## config.mk

```make
export PLATFORM = sky130hd
export DESIGN_NAME = instr_encoder_loader
export DESIGN_NICKNAME = d
export VERILOG_FILES = /design/src/rtl/instr_encoder_loader.sv
export SDC_FILE = /design/constraint.sdc
export NUM_CORES = 1
export LEC_CHECK = 0
export BUFFER_PORTS_ARGS = -buffer_cell sky130_fd_sc_hd__buf_2
export CORE_ASPECT_RATIO = 1.5
export CORE_MARGIN = 4
export CORE_UTILIZATION = 40
export CTS_BUF_LIST = sky130_fd_sc_hd__clkbuf_8
export DETAILED_ROUTE_END_ITERATION = 6
export HOLD_SLACK_MARGIN = 0.03
export PLACE_DENSITY = 0.69
export SYNTH_ARGS = -nofsm -noshare
export SYNTH_HDL_FRONTEND = slang
export SYNTH_SLANG_ARGS = --single-unit
```

## constraint.sdc

```tcl
create_clock -name i_clk -period 2.7 [get_ports i_clk]
set_input_delay 0.27 -clock i_clk [delete_from_list [all_inputs] [get_ports i_clk]]
set_output_delay 0.27 -clock i_clk [all_outputs]
set_load 0.03 [all_outputs]
```

## src/rtl/instr_encoder_loader.sv

```systemverilog
// Instruction encoder and program loader: packs streamed fields into 32-bit MIPS-Lite
// words and writes them sequentially into instruction memory until HALT.
//
// state | meaning
// ------+------------------------------------------------------------
// IDLE  | after reset, waiting for start
// LOAD  | accepting fields, one encoded word written per accept
// DONE  | HALT written, holding until the next start
// ERROR | illegal opcode or memory full, holding until the next start
module instr_encoder_loader #(
    parameter  int DEPTH  = 1024,
    localparam int ADDR_W = $clog2(DEPTH)
) (
    input  logic              i_clk,
    input  logic              i_rst,
    input  logic              i_start,
    input  logic              i_in_valid,
    output logic              o_in_ready,
    input  logic [5:0]        i_in_opcode,
    input  logic [4:0]        i_in_rs,
    input  logic [4:0]        i_in_rt,
    input  logic [4:0]        i_in_rd,
    input  logic [15:0]       i_in_imm,
    output logic              o_mem_we,
    output logic [ADDR_W-1:0] o_mem_addr,
    output logic [31:0]       o_mem_wdata,
    output logic              o_busy,
    output logic              o_done,
    output logic [ADDR_W:0]   o_instr_count,
    output logic              o_err_illegal,
    output logic              o_err_overflow
);

    typedef enum logic [1:0] {
        S_IDLE  = 2'd0,
        S_LOAD  = 2'd1,
        S_DONE  = 2'd2,
        S_ERROR = 2'd3
    } state_t;

    localparam logic [5:0] OP_JR   = 6'h10;
    localparam logic [5:0] OP_HALT = 6'h11;

    state_t              r_state;
    state_t              w_state_nxt;
    logic [ADDR_W-1:0]   r_addr;
    logic [ADDR_W:0]     r_count;
    logic                r_mem_we;
    logic [ADDR_W-1:0]   r_mem_addr;
    logic [31:0]         r_mem_wdata;
    logic                r_err_illegal;
    logic                r_err_overflow;

    logic                w_accept;
    logic                w_is_halt;
    logic                w_is_jr;
    logic                w_is_illegal;
    logic                w_is_rtype;
    logic                w_is_itype;
    logic                w_last;
    logic [31:0]         w_word;
    logic                w_clear;
    logic                w_write;
    logic                w_set_ill;
    logic                w_set_ovf;

    assign w_accept     = i_in_valid && (r_state == S_LOAD);
    assign w_is_halt    = (i_in_opcode == OP_HALT);
    assign w_is_jr      = (i_in_opcode == OP_JR);
    assign w_is_illegal = (i_in_opcode > OP_HALT);
    // Opcodes 0x00..0x0B alternate R/I by the low bit; 0x0C..0x0F are all I-type.
    assign w_is_rtype   = (i_in_opcode <= 6'h0B) && !i_in_opcode[0];
    assign w_is_itype   = !w_is_illegal && !w_is_halt && !w_is_jr && !w_is_rtype;
    assign w_last       = (r_addr == ADDR_W'(DEPTH - 1));

    always_comb begin
        w_word        = '0;
        w_word[31:26] = i_in_opcode;
        if (w_is_rtype) begin
            w_word[25:21] = i_in_rs;
            w_word[20:16] = i_in_rt;
            w_word[15:11] = i_in_rd;
        end else if (w_is_itype) begin
            w_word[25:21] = i_in_rs;
            w_word[20:16] = i_in_rt;
            w_word[15:0]  = i_in_imm;
        end else if (w_is_jr) begin
            w_word[25:21] = i_in_rs;
        end
    end

    always_ff @(posedge i_clk or posedge i_rst) begin
        if (i_rst) begin
            r_state <= S_IDLE;
        end else begin
            r_state <= w_state_nxt;
        end
    end

    always_comb begin
        w_state_nxt = r_state;
        w_clear     = 1'b0;
        w_write     = 1'b0;
        w_set_ill   = 1'b0;
        w_set_ovf   = 1'b0;
        case (r_state)
            S_IDLE, S_DONE, S_ERROR: begin
                if (i_start) begin
                    w_state_nxt = S_LOAD;
                    w_clear     = 1'b1;
                end
            end
            S_LOAD: begin
                if (w_accept) begin
                    if (w_is_illegal) begin
                        w_set_ill   = 1'b1;
                        w_state_nxt = S_ERROR;
                    end else begin
                        w_write = 1'b1;
                        if (w_is_halt) begin
                            w_state_nxt = S_DONE;
                        end else if (w_last) begin
                            w_set_ovf   = 1'b1;
                            w_state_nxt = S_ERROR;
                        end
                    end
                end
            end
            default: w_state_nxt = S_IDLE;
        endcase
    end

    always_ff @(posedge i_clk or posedge i_rst) begin
        if (i_rst) begin
            r_addr         <= '0;
            r_count        <= '0;
            r_mem_we       <= 1'b0;
            r_mem_addr     <= '0;
            r_mem_wdata    <= '0;
            r_err_illegal  <= 1'b0;
            r_err_overflow <= 1'b0;
        end else begin
            r_mem_we <= w_write;
            if (w_clear) begin
                r_addr         <= '0;
                r_count        <= '0;
                r_err_illegal  <= 1'b0;
                r_err_overflow <= 1'b0;
            end
            if (w_write) begin
                r_mem_addr  <= r_addr;
                r_mem_wdata <= w_word;
                r_count     <= r_count + 1'b1;
                // Saturate at the top word so the pointer never wraps onto address 0.
                if (!w_last) begin
                    r_addr <= r_addr + 1'b1;
                end
            end
            if (w_set_ill) begin
                r_err_illegal <= 1'b1;
            end
            if (w_set_ovf) begin
                r_err_overflow <= 1'b1;
            end
        end
    end

    assign o_in_ready     = (r_state == S_LOAD);
    assign o_busy         = (r_state == S_LOAD);
    assign o_done         = (r_state == S_DONE);
    assign o_mem_we       = r_mem_we;
    assign o_mem_addr     = r_mem_addr;
    assign o_mem_wdata    = r_mem_wdata;
    assign o_instr_count  = r_count;
    assign o_err_illegal  = r_err_illegal;
    assign o_err_overflow = r_err_overflow;

endmodule

```

* Word-level counts from Yosys, hierarchy flattened *
Cells that the tools add are included.

word-level totals
  logic and storage cells = 69
  bits of input ports = 41
  flip-flop bits (word level) = 68

operators by class
  mux-type cells = 32
  equal/unequal tests = 9
  $lt $le $gt $ge = 2
  $add $sub $neg = 2
  reductions and logical operators = 16

operators by type and width
  kind                                                                               count
  11-bit two-way mux                                                                 3
  10-bit two-way mux                                                                 3
  21-bit two-way mux                                                                 1
  1-bit two-way mux                                                                  16
  15-bit two-way mux                                                                 1
  6-bit by 5-bit == test with 1-bit output (second input constant)                   2
  11-bit by 1-bit adder with 11-bit output (second input constant)                   1
  10-bit by 1-bit adder with 10-bit output (second input constant)                   1
  10-bit == test (second input constant)                                             1
  2-bit two-way mux                                                                  5
  5-bit two-way mux                                                                  2
  6-bit by 5-bit > comparator with 1-bit output (second input constant)              1
  6-bit by 4-bit less-or-equal comparator with 1-bit output (second input constant)  1
  2-bit nonzero test                                                                 3
  1-bit logical AND                                                                  5
  1-bit logical NOT                                                                  5
  2-bit == test (second input constant)                                              2
  4-bit by 1-bit != test with 1-bit output (second input constant)                   1
  2-bit one-hot mux with 2 select lines                                              1
  3-bit AND reduction                                                                1
  3-bit OR reduction                                                                 1
  2-bit by 1-bit == test with 1-bit output (second input constant)                   1
  2-bit logical NOT                                                                  1
  2-bit by 1-bit != test with 1-bit output (second input constant)                   1
  2-bit != test (second input constant)                                              1

* Depth between registers and ports, before layout *
  depth in word-level cells = 7
  gate-level depth with buffers = 7
  gate-level depth less buffers = 5

* Worst setup path after synthesis *
No wires, ideal clock.

  path type = register -> register
  start point = reg r_state[0]
  end point = reg r_count[8] (netlist: o_instr_count[8])
  cell stages (with the launch flop) = 7
  data arrival time = 1796 ps
  library setup time = 110 ps
  data required time = 2590 ps
  period minus slack after synthesis = 1906 ps
  slack = 794 ps
  cells stage by stage = dfrtp_1 > nor2b_1 > nand2b_1 > clkbuf_1 > buf_2 > o311ai_0 > o41ai_1

on the way
  word-level cells in the longest chain between the ends = 5

ends and longest elaborated chain
  element                                                          RTL line  source
  start, declared                                                  44        state_t r_state;
  start signal, assigned                                           96        r_state <= w_state_nxt;
  2-bit by 1-bit == test with 1-bit output *                       -
  net o_busy                                                       27        output logic o_busy,
  1-bit logical AND                                                67        assign w_accept = i_in_valid && (r_state == S_LOAD);
  1-bit two-way mux                                                114       if (w_accept) begin
  1-bit two-way mux *                                              106       case (r_state)
  11-bit two-way mux / 2-bit nonzero test (equally long branches)  -
  end signal, assigned                                             153       r_count <= r_count + 1'b1;
  end, declared                                                    47        logic [ADDR_W:0] r_count;

Mark *: on every way through the listed nets, which the timed path passes. The rest lies on a longest branch.
A chain may end at the register's enable or synchronous reset.

* Worst setup path after layout *
  start point = reg r_state[1]
  end point = reg r_addr[7]

on the way
  word-level cells in the longest chain between the ends = 6

ends and longest elaborated chain
  element                                                    RTL line  source
  2-bit == test / 2-bit logical NOT (equally long branches)  106
  3-bit OR reduction                                         106
  1-bit two-way mux                                          106
  10-bit two-way mux                                         144       if (w_clear) begin
  10-bit two-way mux                                         155       if (!w_last) begin
  10-bit two-way mux *                                       150       if (w_write) begin
  end signal, assigned                                       156       r_addr <= r_addr + 1'b1;
  end, declared                                              46        logic [ADDR_W-1:0] r_addr;

Mark *: on every way between the ends. The rest lies on a longest branch, timed or not.

==> run_results.csv <==
group,metric,value,unit
outcome,outcome,"finished, final reports clean",
timing,setup_viol,0,
finish,area_growth,27.8,%
route,wl_per_cell,14.3,um
finish,drive_gt1_frac,0.307,
cts,cts_tree,"yes",
floorplan,io_pins,100,
min_path,min_from,"i_in_rt[2]",
pwr,p_leak,2.08,nW
synthesis,netlist_area,3010,um^2
synthesis,ys_warn_count,0,
setup_path,crit_fanout,28,
timing,min_period_over_period,0.684,
setup_path,slowest_stage,"or4_1",
placed_design,place_ws,0.685,ns
floorplan,fp.coreArea,7270,um^2
timing,slew_violations,0,
cts,post_cts_buffers,0,
synthesis,avgSynthCellArea,9.64,um^2
synthesis,yosysUniqueCellTypes,42,
finish,num_antenna_cells,0,
job,cap_violations,0,
synthesis,syn_nets,355,
synthesis,synth_seq_area_share,0.566,
finish,finalNetCount,458,
route,drc,0,
setup_path,rr_startpoint,"r_state[1]",
synthesis,yosysTopAreaCell,"dfrtp_1",
synthesis,netlist.area_leader.share,0.566,
finish,finalInstanceArea,3840,um^2
timing,tightestPinTransition,0.841,ns
global_route,antenna_found_initial,0,
synthesis,postSynthCellCount,312,
cts,cts.sinks,68,
floorplan,num_rows,38,
timing,fin_ws,0.854,ns
placed_design,place_area,3620,um^2
setup_path,worstPathCellList,"nand4bb_1, a21o_2, buf_4, or4_1, a21boi_1",
global_route,grt_pass1_vias,2580,
global_route,grt_pass1_wl,12000,um
cts,root_buffer,"clkbuf_8",
synthesis,async_flop_share,1.00,
floorplan,die_w,78.8,um
global_route,grt_max_degree,69,
synthesis,ys_ff_latch,68,
setup_path,crit_type,"reg -> reg",
floorplan,start_util,0.413,
placed_design,globalplace.congestion,0.811,
setup_path,cp-end-kind,"flip-flop",
cts,clk_pin_slew,0.08,ns
min_path,holdCritPathClass,"in -> reg",
synthesis,synth_area_leaders,"dfrtp_1 57%, nand2_1 12%, nand3_1 4.5%",
floorplan,die_h,114,um
synthesis,synthFlopType,"dfrtp_1",
placed_design,numPortBuffers,99,
global_route,globalRouteTotalUtil,0.167,
global_route,grt-ovfl-total,0,
setup_path,startpoint,"r_state[1]",
route,postRouteAntennaNets,0,
cts,cts.path.max_buffers,2,
cts,ctsHoldBuffers,0,
timing,skew,0.00850,ns
timing,fmax,542,MHz
placed_design,dp_hpwl,5390,um
route,finalWirelength,7430,um
route,routed_via_density,5.06,
timing,final_hold_viol_count,0,
synthesis,synth_edf_count,0,
cts,cts_max_level,3,
route,vias,2629,
timing,tns,0,ns
setup_path,arrival,2.10,ns
finish,utilization,0.528,
pwr,p_total,2.74,mW
timing,max_slew_margin,0.439,
setup_path,start_kind,"flip-flop",
pwr,p_per_area,713,nW/um^2
route,drtPass1Iterations,4,
route,detail_route.iter0.violations,125,
cts,clock_latency,0.34,ns
cts,cts_made_buffers,9,
timing,rsz0062_at_grt,"false",
pwr,ir_worst_vdd,0.425,mV
setup_path,max_stage_delay,0.53,ns
setup_path,cp_data_required_time,2.96,ns
cts,cts-resized-gates,0,
floorplan,dieArea,9000,um^2
timing,min_period,1.85,ns
[cell usage after synthesis, types with 3 or more instances]
library cell and number:
a21o_1 3, a21oi_1 4, a221oi_1 5, a22o_1 6, and3_1 4, buf_2 7, clkbuf_1 7, dfrtp_1 68
inv_1 6, mux2i_1 8, nand2_1 95, nand3_1 27, nand4_1 3, nor2_1 14, nor3_1 8, o211ai_1 3
o21ai_0 6, o311ai_0 4, o31ai_1 4
[cells in the final DEF, fill, tap and decap left out, types with 4 or more instances in the layout]
master,synthesis,layout
a221oi_1,5,5
clkbuf_8,0,10
o31ai_1,4,4
mux2i_1,8,8
o21ai_0,6,6
inv_1,6,7
nand3_1,27,27
dfrtp_1,68,68
a22o_1,6,6
nor3_1,8,7
a21oi_1,4,4
and3_1,4,4
nor2_1,14,14
o311ai_0,4,4
buf_2,7,99
buf_4,2,9
nand2_1,95,95
[layout make-up]
type | count | area [um^2]
fill | 698 | 3430
timing repair buffer | 108 | 563
sequential | 68 | 1700
tap | 100 | 125
inverter | 6 | 22.5
multi-input combinational | 222 | 1210
clock inverter | 6 | 80.1
clock buffer | 10 | 138
[routing by layer]
metal / wire length (um) / GRT usage / part of all wire
met4: 174 / 0.0758 / 0.023
met2: 3700 / 0.286 / 0.50
met3: 404 / 0.0402 / 0.054
met5: 0 / 0 / 0
met1: 3150 / 0.198 / 0.42
[critical path, delay by kind of cell, from the launching register on]
family / cells / cell delay (ns)
buffers and inverters: 1 / 0.23
flip-flops: 1 / 0.41
AO/OA/AOI/OAI: 2 / 0.38
AND/OR/NAND/NOR: 2 / 0.75
[flip-flops by register name, indices dropped and copies added, names as in the netlist]
signal	cells
o_instr_count	11
o_mem_wdata	32
o_err_illegal	1
o_err_overflow	1
r_addr	10
o_mem_addr	10
o_mem_we	1
r_state	2
[path summary, 6_finish.rpt]
kind | endpoint | slack [ns] | cells past startpoint
max in group asynchronous | o_instr_count[1] | 1.97 | 3
min | o_mem_wdata[18] | 0.15 | 3
max | r_addr[7] | 0.85 | 5
min in group asynchronous | o_mem_wdata[11] | 0.16 | 3
max reg2reg | r_addr[7] | 0.85 | 5
min reg2reg | o_mem_wdata[2] | 0.47 | 2
[report_power, final]
part           switching [mW]  internal (mW)
clock                   0.371          0.537
combinational           0.425          0.186
sequential             0.0812           1.14
[through the flow]
step	instances	hold slack, ns
global placement	504	0.446
detailed placement	504	0.456
CTS	520	0.124
finish	520	0.149
floorplan	312	0.375
global route	520	0.128
[logic make-up (layout without fill, tap and decap cells)]
| family | after synthesis | count (layout) | synth area share |
|---|---|---|---|
| AO/OA/AOI/OAI | 44 | 44 | 0.109 |
| XOR/XNOR | 2 | 2 | 0.00583 |
| adder cells (fa/ha/maj) | 2 | 2 | 0.00832 |
| buffers and inverters | 22 | 130 | 0.0329 |
| flip-flops | 68 | 68 | 0.566 |
| multiplexers | 10 | 10 | 0.0341 |
| AND/OR/NAND/NOR | 164 | 164 | 0.243 |
Power figures use the tool's default switching activity.
